==> config.mk <==
export PLATFORM = sky130hd
export DESIGN_NAME = sprite_blit_engine_flat
export DESIGN_NICKNAME = d
export VERILOG_FILES = /design/src/rtl/sprite_blit_engine_if.sv /design/src/rtl/sprite_blit_engine.sv /design/src/flat_wrapper.sv
export SDC_FILE = /design/constraint.sdc
export NUM_CORES = 2
export LEC_CHECK = 0
export ABC_AREA = 1
export CORE_MARGIN = 2
export CORE_UTILIZATION = 50
export DETAILED_ROUTE_END_ITERATION = 12
export HOLD_SLACK_MARGIN = 0.03
export PLACE_DENSITY = 0.76
export SYNTH_ARGS = -nofsm -noshare
export SYNTH_HDL_FRONTEND = slang
export SYNTH_SLANG_ARGS = --single-unit
==> constraint.sdc <==
create_clock -name clk -period 3.8 [get_ports clk]
set_input_delay 0.95 -clock clk [delete_from_list [all_inputs] [get_ports clk]]
set_output_delay 0.95 -clock clk [all_outputs]
set_load 0.02 [all_outputs]
==> src/rtl/sprite_blit_engine_if.sv <==
// Command, sprite-RAM write and pixel-stream signals of the sprite blit engine.
// master = host / frame-buffer side, slave = engine side.
interface sprite_blit_engine_if #(
  parameter int unsigned X_W   = 8,
  parameter int unsigned Y_W   = 7,
  parameter int unsigned COL_W = 12,
  parameter int unsigned SPR_W = 16,
  parameter int unsigned SPR_H = 16
);
  localparam int unsigned AW = $clog2(SPR_W * SPR_H);

  logic             cmd_valid;
  logic             cmd_ready;
  logic [1:0]       cmd_op;
  logic [X_W-1:0]   cmd_dx;
  logic [Y_W-1:0]   cmd_dy;
  logic [X_W-1:0]   cmd_x;
  logic [Y_W-1:0]   cmd_y;
  logic             spr_we;
  logic [AW-1:0]    spr_waddr;
  logic [COL_W-1:0] spr_wdata;
  logic             pix_valid;
  logic             pix_ready;
  logic [X_W-1:0]   pix_x;
  logic [Y_W-1:0]   pix_y;
  logic [COL_W-1:0] pix_colour;
  logic             done;
  logic [X_W-1:0]   pos_x;
  logic [Y_W-1:0]   pos_y;

  modport master (
    output cmd_valid, cmd_op, cmd_dx, cmd_dy, cmd_x, cmd_y,
    output spr_we, spr_waddr, spr_wdata, pix_ready,
    input  cmd_ready, pix_valid, pix_x, pix_y, pix_colour, done, pos_x, pos_y
  );

  modport slave (
    input  cmd_valid, cmd_op, cmd_dx, cmd_dy, cmd_x, cmd_y,
    input  spr_we, spr_waddr, spr_wdata, pix_ready,
    output cmd_ready, pix_valid, pix_x, pix_y, pix_colour, done, pos_x, pos_y
  );
endinterface

==> src/rtl/sprite_blit_engine.sv <==
// Single-sprite blitter: DRAW / ERASE / MOVE / LOAD with clipped, backpressured pixel stream.
// Optional colour-key transparency in DRAW when SPRITE_TRANSPARENT_EN is defined.
module sprite_blit_engine #(
  parameter int unsigned X_W       = 8,
  parameter int unsigned Y_W       = 7,
  parameter int unsigned COL_W     = 12,
  parameter int unsigned SPR_W     = 16,
  parameter int unsigned SPR_H     = 16,
  parameter int unsigned SCREEN_W  = 160,
  parameter int unsigned SCREEN_H  = 120,
  parameter int unsigned BG_COLOUR = 0,
  parameter int unsigned INIT_X    = 72,
  parameter int unsigned INIT_Y    = 52
`ifdef SPRITE_TRANSPARENT_EN
  ,
  parameter logic [COL_W-1:0] KEY_COLOUR = 12'hF0F
`endif
) (
  input logic                 clk,
  input logic                 reset,
  sprite_blit_engine_if.slave bus
);
  localparam int unsigned AW = $clog2(SPR_W * SPR_H);
  localparam int unsigned CW = $clog2(SPR_W);

  typedef enum logic [1:0] {StIdle, StErase, StDraw, StDone} state_e;

  state_e           state_q, state_d;
  logic             move_q, move_d;
  logic             drain_q, drain_d;
  logic [AW-1:0]    ptr_q, ptr_d;
  logic [X_W-1:0]   pos_x_q, pos_x_d, tgt_x_q, tgt_x_d;
  logic [Y_W-1:0]   pos_y_q, pos_y_d, tgt_y_q, tgt_y_d;
  logic             pv_q, pv_d;
  logic [X_W-1:0]   px_q, px_d;
  logic [Y_W-1:0]   py_q, py_d;
  logic [COL_W-1:0] pc_q, pc_d;

  logic [COL_W-1:0] ram [SPR_W * SPR_H];
  logic [COL_W-1:0] ram_rd;
  logic [X_W-1:0]   cur_x;
  logic [Y_W-1:0]   cur_y;
  logic             skip;
  logic             out_free;

  // Asynchronous read: a same-cycle write is seen only from the next cycle on.
  always_ff @(posedge clk) begin
    if (bus.spr_we) ram[bus.spr_waddr] <= bus.spr_wdata;
  end

  assign ram_rd   = ram[ptr_q];
  assign cur_x    = pos_x_q + X_W'(ptr_q[CW-1:0]);
  assign cur_y    = pos_y_q + Y_W'(ptr_q[AW-1:CW]);
  assign out_free = !pv_q || bus.pix_ready;

  always_comb begin
    skip = (32'(cur_x) >= SCREEN_W) || (32'(cur_y) >= SCREEN_H);
`ifdef SPRITE_TRANSPARENT_EN
    if (state_q == StDraw && ram_rd == KEY_COLOUR) skip = 1'b1;
`endif
  end

  always_comb begin
    state_d = state_q;
    move_d  = move_q;
    drain_d = drain_q;
    ptr_d   = ptr_q;
    pos_x_d = pos_x_q;
    pos_y_d = pos_y_q;
    tgt_x_d = tgt_x_q;
    tgt_y_d = tgt_y_q;
    pv_d    = pv_q && !bus.pix_ready;
    px_d    = px_q;
    py_d    = py_q;
    pc_d    = pc_q;
    case (state_q)
      StIdle: begin
        if (bus.cmd_valid) begin
          move_d = 1'b0;
          case (bus.cmd_op)
            2'd0: state_d = StDraw;
            2'd1: state_d = StErase;
            2'd2: begin
              state_d = StErase;
              move_d  = 1'b1;
              tgt_x_d = pos_x_q + bus.cmd_dx;
              tgt_y_d = pos_y_q + bus.cmd_dy;
            end
            2'd3: begin
              state_d = StDone;
              pos_x_d = bus.cmd_x;
              pos_y_d = bus.cmd_y;
            end
          endcase
        end
      end
      StErase, StDraw: begin
        if (drain_q) begin
          // Last pixel is in the output register; leave once it has gone.
          if (out_free) begin
            drain_d = 1'b0;
            if (state_q == StErase && move_q) begin
              state_d = StDraw;
              move_d  = 1'b0;
              pos_x_d = tgt_x_q;
              pos_y_d = tgt_y_q;
            end else begin
              state_d = StDone;
            end
          end
        end else if (skip || out_free) begin
          ptr_d = ptr_q + AW'(1);
          if (&ptr_q) drain_d = 1'b1;
          if (!skip) begin
            pv_d = 1'b1;
            px_d = cur_x;
            py_d = cur_y;
            pc_d = (state_q == StDraw) ? ram_rd : COL_W'(BG_COLOUR);
          end
        end
      end
      StDone:  state_d = StIdle;
      default: state_d = StIdle;
    endcase
  end

  always_ff @(posedge clk or posedge reset) begin
    if (reset) begin
      state_q <= StIdle;
      move_q  <= 1'b0;
      drain_q <= 1'b0;
      ptr_q   <= '0;
      pos_x_q <= X_W'(INIT_X);
      pos_y_q <= Y_W'(INIT_Y);
      tgt_x_q <= '0;
      tgt_y_q <= '0;
      pv_q    <= 1'b0;
      px_q    <= '0;
      py_q    <= '0;
      pc_q    <= '0;
    end else begin
      state_q <= state_d;
      move_q  <= move_d;
      drain_q <= drain_d;
      ptr_q   <= ptr_d;
      pos_x_q <= pos_x_d;
      pos_y_q <= pos_y_d;
      tgt_x_q <= tgt_x_d;
      tgt_y_q <= tgt_y_d;
      pv_q    <= pv_d;
      px_q    <= px_d;
      py_q    <= py_d;
      pc_q    <= pc_d;
    end
  end

  assign bus.cmd_ready  = (state_q == StIdle);
  assign bus.done       = (state_q == StDone);
  assign bus.pix_valid  = pv_q;
  assign bus.pix_x      = px_q;
  assign bus.pix_y      = py_q;
  assign bus.pix_colour = pc_q;
  assign bus.pos_x      = pos_x_q;
  assign bus.pos_y      = pos_y_q;
endmodule

==> src/flat_wrapper.sv <==
// flat-port wrapper written by rule: the top's interface ports become plain ports
module sprite_blit_engine_flat 
#(
  parameter int unsigned X_W       = 8,
  parameter int unsigned Y_W       = 7,
  parameter int unsigned COL_W     = 12,
  parameter int unsigned SPR_W     = 16,
  parameter int unsigned SPR_H     = 16,
  parameter int unsigned SCREEN_W  = 160,
  parameter int unsigned SCREEN_H  = 120,
  parameter int unsigned BG_COLOUR = 0,
  parameter int unsigned INIT_X    = 72,
  parameter int unsigned INIT_Y    = 52

)
  (clk, reset, bus_cmd_valid, bus_cmd_op, bus_cmd_dx, bus_cmd_dy, bus_cmd_x, bus_cmd_y, bus_spr_we, bus_spr_waddr, bus_spr_wdata, bus_pix_ready, bus_cmd_ready, bus_pix_valid, bus_pix_x, bus_pix_y, bus_pix_colour, bus_done, bus_pos_x, bus_pos_y);
  sprite_blit_engine_if #(.X_W(X_W), .Y_W(Y_W), .COL_W(COL_W), .SPR_W(SPR_W), .SPR_H(SPR_H)) bus_i ();
  input logic clk;
  input logic reset;
  input wire logic [$bits(bus_i.cmd_valid)-1:0] bus_cmd_valid;
  input wire logic [$bits(bus_i.cmd_op)-1:0] bus_cmd_op;
  input wire logic [$bits(bus_i.cmd_dx)-1:0] bus_cmd_dx;
  input wire logic [$bits(bus_i.cmd_dy)-1:0] bus_cmd_dy;
  input wire logic [$bits(bus_i.cmd_x)-1:0] bus_cmd_x;
  input wire logic [$bits(bus_i.cmd_y)-1:0] bus_cmd_y;
  input wire logic [$bits(bus_i.spr_we)-1:0] bus_spr_we;
  input wire logic [$bits(bus_i.spr_waddr)-1:0] bus_spr_waddr;
  input wire logic [$bits(bus_i.spr_wdata)-1:0] bus_spr_wdata;
  input wire logic [$bits(bus_i.pix_ready)-1:0] bus_pix_ready;
  output wire logic [$bits(bus_i.cmd_ready)-1:0] bus_cmd_ready;
  output wire logic [$bits(bus_i.pix_valid)-1:0] bus_pix_valid;
  output wire logic [$bits(bus_i.pix_x)-1:0] bus_pix_x;
  output wire logic [$bits(bus_i.pix_y)-1:0] bus_pix_y;
  output wire logic [$bits(bus_i.pix_colour)-1:0] bus_pix_colour;
  output wire logic [$bits(bus_i.done)-1:0] bus_done;
  output wire logic [$bits(bus_i.pos_x)-1:0] bus_pos_x;
  output wire logic [$bits(bus_i.pos_y)-1:0] bus_pos_y;
  assign bus_i.cmd_valid = bus_cmd_valid;
  assign bus_i.cmd_op = bus_cmd_op;
  assign bus_i.cmd_dx = bus_cmd_dx;
  assign bus_i.cmd_dy = bus_cmd_dy;
  assign bus_i.cmd_x = bus_cmd_x;
  assign bus_i.cmd_y = bus_cmd_y;
  assign bus_i.spr_we = bus_spr_we;
  assign bus_i.spr_waddr = bus_spr_waddr;
  assign bus_i.spr_wdata = bus_spr_wdata;
  assign bus_i.pix_ready = bus_pix_ready;
  assign bus_cmd_ready = bus_i.cmd_ready;
  assign bus_pix_valid = bus_i.pix_valid;
  assign bus_pix_x = bus_i.pix_x;
  assign bus_pix_y = bus_i.pix_y;
  assign bus_pix_colour = bus_i.pix_colour;
  assign bus_done = bus_i.done;
  assign bus_pos_x = bus_i.pos_x;
  assign bus_pos_y = bus_i.pos_y;
  sprite_blit_engine #(.X_W(X_W), .Y_W(Y_W), .COL_W(COL_W), .SPR_W(SPR_W), .SPR_H(SPR_H), .SCREEN_W(SCREEN_W), .SCREEN_H(SCREEN_H), .BG_COLOUR(BG_COLOUR), .INIT_X(INIT_X), .INIT_Y(INIT_Y)) u_core (.clk(clk), .reset(reset), .bus(bus_i));
endmodule
# ---- Yosys cells after proc, flatten, opt, wreduce, memory -nomap -nowiden
# Memory sizes are Yosys's and may differ from the RTL's.
# Cells that the tools add are included.
dict set report op_classes {
  n_addsub 5
  n_lt_le_gt_ge 2
  eq_ne 11
  muxes 35
  n_bitwise 2
  n_reduce_logical 19
}
# op count
set ops {}
lappend ops {{two-way mux 8 bit} 5}
lappend ops {{two-way mux 7 bit} 5}
lappend ops {{two-way mux 1 bit} 16}
lappend ops {{case mux 8 bit (2 select lines)} 1}
lappend ops {{case mux 7 bit (2 select lines)} 1}
lappend ops {{two-way mux 12 bit} 1}
lappend ops {{case mux 2 bit (3 select lines)} 2}
lappend ops {{AND reduction 3 bit} 3}
lappend ops {{adder 8 x 1 -> 8 bit, second input constant} 1}
lappend ops {{adder 8 x 4 -> 8 bit} 1}
lappend ops {{adder 8 bit} 1}
lappend ops {{== test 2 bit, second input constant} 4}
lappend ops {{>= comparator 8 bit, second input constant} 1}
lappend ops {{inequality test 2 x 1 -> 1 bit, second input constant} 4}
lappend ops {{AND reduction 8 bit} 1}
lappend ops {{adder 7 x 4 -> 7 bit} 1}
lappend ops {{adder 7 bit} 1}
lappend ops {{>= comparator 7 bit, second input constant} 1}
lappend ops {{two-way mux 2 bit} 3}
lappend ops {{AND reduction 6 bit} 1}
lappend ops {{AND reduction 5 bit} 1}
lappend ops {{== test 2 x 1 -> 1 bit, second input constant} 2}
lappend ops {{zero test 2 bit} 2}
lappend ops {{AND reduction 4 bit} 1}
lappend ops {{other kinds (8)} 14}
dict set report totals {
  register_bits 70
  mem_bits_rw 3072
  input_bits 57
  output_inout_bits 45
  memories 1
}
# name words width read_ports rd_ports_with_merged_regs write_ports line
set mem_list {}
lappend mem_list {u_core.ram 256 12 1 0 1 sprite_blit_engine.sv:39} ;# logic [COL_W-1:0] ram [SPR_W * SPR_H];

# ---- Depth between registers and ports, before layout
dict set report logic_depth {
  depth_word 7
  mapped_depth 22
  mapped_depth_nobuf 17
}

# ---- Worst setup path after synthesis
# Ideal clock, no wire load.
dict set report synth_path {
  kind {register -> register}
  from {register u_core.ptr_q[1]}
  to {register u_core.pc_q[0] (netlist: u_core.bus.pix_colour[0])}
  setup_time_ps 65
  arrival_ps 2831
  required_time_ps 3735
  slack_ps 905
  path_stages_with_launch 18
  synth_period_minus_slack_ps 2895
  path_cell_list {dfrtp_1 -> buf_2 -> inv_1 -> buf_4 -> buf_2 -> buf_1 -> fa_1 -> o21ai_0 -> nand2_1 -> xor2_1 -> nand3_1 -> nand2_1 -> nand4_1 -> buf_2 -> nor2_1 -> buf_2 -> nand2_1 -> nand2_1}
}
dict set report synth_between {
  elab_chain_cells 5
  word_cells_on_any_way 8
  classes_between {1 x add/sub; 1 x order compare; 1 x mux; 1 x bitwise; 3 x reduce/logical; 1 x memory}
}
# element line
set synth_lines {}
lappend synth_lines {{start, declared} sprite_blit_engine.sv:31} ;# logic [AW-1:0] ptr_q, ptr_d;
lappend synth_lines {{start signal, assigned} sprite_blit_engine.sv:145} ;# ptr_q <= ptr_d;
lappend synth_lines {{adder 8 x 4 -> 8 bit} sprite_blit_engine.sv:52} ;# assign cur_x = pos_x_q + X_W'(ptr_q[CW-1:0]);
lappend synth_lines {{>= comparator 8 bit} sprite_blit_engine.sv:57} ;# skip = (32'(cur_x) >= SCREEN_W) || (32'(cur_y) >= SCREEN_H);
lappend synth_lines {{logical OR 1 bit} sprite_blit_engine.sv:57}
lappend synth_lines {{logical OR 1 bit / NOT 1 bit (equally long branches)} -}
lappend synth_lines {{AND reduction 4 bit (no source line)} -}
lappend synth_lines {{end signal, assigned} sprite_blit_engine.sv:153} ;# pc_q <= pc_d;
lappend synth_lines {{end, declared} sprite_blit_engine.sv:37} ;# logic [COL_W-1:0] pc_q, pc_d;
# Several ways; a longest one is shown, not always the timed one.
# A chain may end at the register's enable or synchronous reset.

# ---- Final worst setup path
dict set report layout_path {
  from {register u_core.ptr_q[0]}
  to {register u_core.pc_q[1] (netlist: u_core.bus.pix_colour[1])}
}
# Same word-level chain as after synthesis.

==> results by group <==
Global routing
  – Number of global-route vias before repair: 86330
  – GRT Total Usage: 26.68%
  – Pin count of the biggest net entering global routing: 148
  – First-pass GRT wire length: 536200 µm
  – Grt ovf: 0
  – Initial antenna violation count: 11

Detailed routing
  – TritonRoute pass-1 iters: 6
  – Initial DRC Count: 13770
  – Number of routed nets with antenna violations: 0
  – DR DRC count: 0
  – DR WL/cell: 22.61 µm
  – DR vias/cell: 5.693
  – Vias: around 92000
  – Post-Route WL: 364300 µm

Yosys
  – Net count after synthesis: ~12000
  – Synthesis Warnings: 0
  – Register area share after synthesis: a little under three quarters
  – Synthesized flop and latch total: 3142
  – Mapped Cells: 12060
  – Synth area leader: edfxtp_1
  – Synth area leaders: edfxtp_1, nand2_1, nor2_1
  – Leading cell type by number of instances after synthesis: nand2_1
  – Mapped Area: 0.1314 mm²
  – Syn Area/Cell: 10.90 µm²
  – Share of the synthesized area in the top cell type: ~70%
  – Most used DFF post-synth: edfxtp_1
  – Async set-or-reset flop fraction in the synthesized netlist: 2.228%
  – Synth top cells by count: nand2_1, edfxtp_1, nor2_1, nand3_1, o21ai_0
  – Netlist cell types: 33
  – Post-synth EDFFs: 3072

Floorplanning
  – Die ar.: 0.2670 mm²
  – Core area: 0.2618 mm²
  – Die W: 516.7 µm
  – I/O pin count: 102
  – Die H: around 520 µm
  – Initial Util: between 50% and 60%
  – Row Count: 188

Clock tree
  – Reg clk slew, reported paths: 60 ps
  – Hold buffers post-CTS: 0
  – Num CTS Buffers: 304
  – Worst skew pair latency: 900 ps
  – TritonCTS Sinks: 3142
  – Clock Path Buffers: 4
  – CTS tree: built
  – Post-CTS sizing: 0
  – Clock Root Buffer: clkbuf_16
  – Htree depth: 5
  – Post-CTS Setup Inserts: 0

Timing
  – Clk_skew: around 57 ps
  – Worst-Margin Slew: 1169 ps
  – Unrepaired setup endpoints after global routing: no
  – Number of slew-limit violations in the final report: 0
  – WHS: 487.4 ps
  – Setup TNS Final: 0 ps
  – Max frequency: ~0.28 GHz
  – Tcrit/Tclk final: 95.07%
  – Tmin final: around 3600 ps
  – # setup viols final: 0
  – Fin. Hold Viols: 0
  – Slew headroom: 21.78%

Placement
  – RD Place Congestion: 0.9362
  – Count of input and output buffers: 101
  – DPL Wire Length: between 200000 and 250000 µm

Finish
  – Layout fillers: 20240
  – Fraction of layout cells with a size suffix above 1: 8.766%
  – Fin nets: 12450
  – Area growth syn-to-layout: 13.58%

Critical path
  – Crit path capture type: flip-flop
  – WS Path Type: flip-flop to flip-flop
  – R2R cell count: 17
  – Worst path arrival time: 4400 ps
  – Critical Path Start Type: flip-flop
  – CP Max Fanout: 52
  – CP Data Required Time: roughly 4600 ps

Power
  – PwrDens: 696.4 mW/mm²
  – Worst IR Drop VDD: approximately 0.0009 V
  – Lkg Pwr: 56.45 nW

Hold path
  – Hold Crit Class: flip-flop to flip-flop
  – Hold Path Stages: 2

Outcome
  – Status: completed

Run
  – Number of max-cap violations: 0
[cell usage in the layout (no fill, tap or decap), types with 6 or more instances in the layout]
master	count
xor2_1	15
buf_12	101
edfxtp_1	3072
clkdlybuf4s50_1	89
or2_2	53
o21ai_0	693
o211ai_1	84
xnor2_1	6
clkinvlp_4	9
nor2_1	1918
clkinv_2	40
ha_1	30
dfrtp_1	60
nand2_2	16
clkbuf_16	312
o21ai_1	33
clkinv_8	7
buf_8	12
nand3_1	1084
a31oi_1	17
inv_6	8
a21oi_1	202
inv_1	672
bufinv_16	24
clkbuf_1	70
nand2_1	3350
buf_4	492
clkinv_1	75
[cell type report]
cell class	count	area, µm²	share of cell area (%)
Sequential cell	3142	94020	62.99
Clock buffer	384	8098	5.425
Multi-Input combinational cell	7524	31790	21.30
Timing Repair Buffer	694	6787	4.547
Clock inverter	156	1520	1.018
Tap cell	3515	4398	2.946
Inverter	694	2640	1.769
Antenna cell	5	12.51	0.008382
[metal layers]
layer / part of all wire, % / track usage, %
met1: 37 / 35.68
met2: 46 / 42.17
met4: 4.7 / 11.60
met3: 13 / 5.810
met5: 0.013 / 0
[worst max-delay path: stages (launching register included)]
cell      delay, ps
dfrtp_4         670
inv_8           510
buf_12          290
buf_12          280
nand2_1         100
nand2_1          90
nand2_1          50
nand3_1         100
nand3_1         200
nand2_1         170
nand3_1         230
nand2_1         170
nand2_1          70
nand2_1          90
clkinv_1        180
nand2_1         130
nand2_1          60
nand2_1          60
[registers in the layout (all words and copies together), names as in the netlist, 2 cells and up]
name and flops:
u_core.ram 3072, u_core.bus.pix_colour 12, u_core.bus.pix_x 8, u_core.bus.pos_x 8, u_core.ptr_q 8, u_core.tgt_x_q 8, u_core.bus.pix_y 7, u_core.bus.pos_y 7
u_core.tgt_y_q 7, u_core.state_q 2
[cells by family (layout without fill, tap and decap cells)]
family	count (synthesis)	in the layout	synth area share (%)
AO/OA/AOI/OAI	1034	1034	4.124
XOR/XNOR	21	21	0.1400
adder cells (fa/ha/maj)	34	34	0.3466
buffers and inverters	1396	1928	4.324
flip-flops	3142	3142	71.53
other	0	5	0
AND/OR/NAND/NOR	6435	6435	19.53
[final timing paths]
path / slack, ps / endpoint / from
worst max-delay path: 190 / u_core.bus.pix_colour[1] / u_core.ptr_q[0]
worst min-delay path: 490 / u_core.bus.pix_y[2] / u_core.bus.pix_y[2]
worst max register to register: 190 / u_core.bus.pix_colour[1] / u_core.ptr_q[0]
worst min register to register: 490 / u_core.bus.pix_y[2] / u_core.bus.pix_y[2]
max in group asynchronous: 2440 / u_core.bus.pos_x[6] / reset
min in group asynchronous: 510 / u_core.bus.pix_x[0] / reset
[where the power goes]
group / total, W / internal [W] / switching, W / leakage [nW]
Clock: 0.0297 / 0.0168 / 0.0129 / 4.67
Sequential: 0.0390 / 0.0385 / 0.000592 / 28.5
Combinational: 0.0352 / 0.0102 / 0.0250 / 23.3
Total: 0.104 / 0.0655 / 0.0385 / 56.5
[stage by stage]
step	util (%)	cell area, µm²	cells	worst slack (ps)	power [W]
finish	57.01	149300	16110	187.3	0.1040
global route	57.01	149300	16110	131.7	0.1084
CTS	57.01	149300	16110	296.5	0.1034
detailed placement	53.33	139600	15570	90.83	0.07401
global placement	53.33	139600	15570	25.28	0.07331
floorplan	-	131400	12060	904.5	0.06161
No activity file was read; power rests on OpenSTA's default activity.
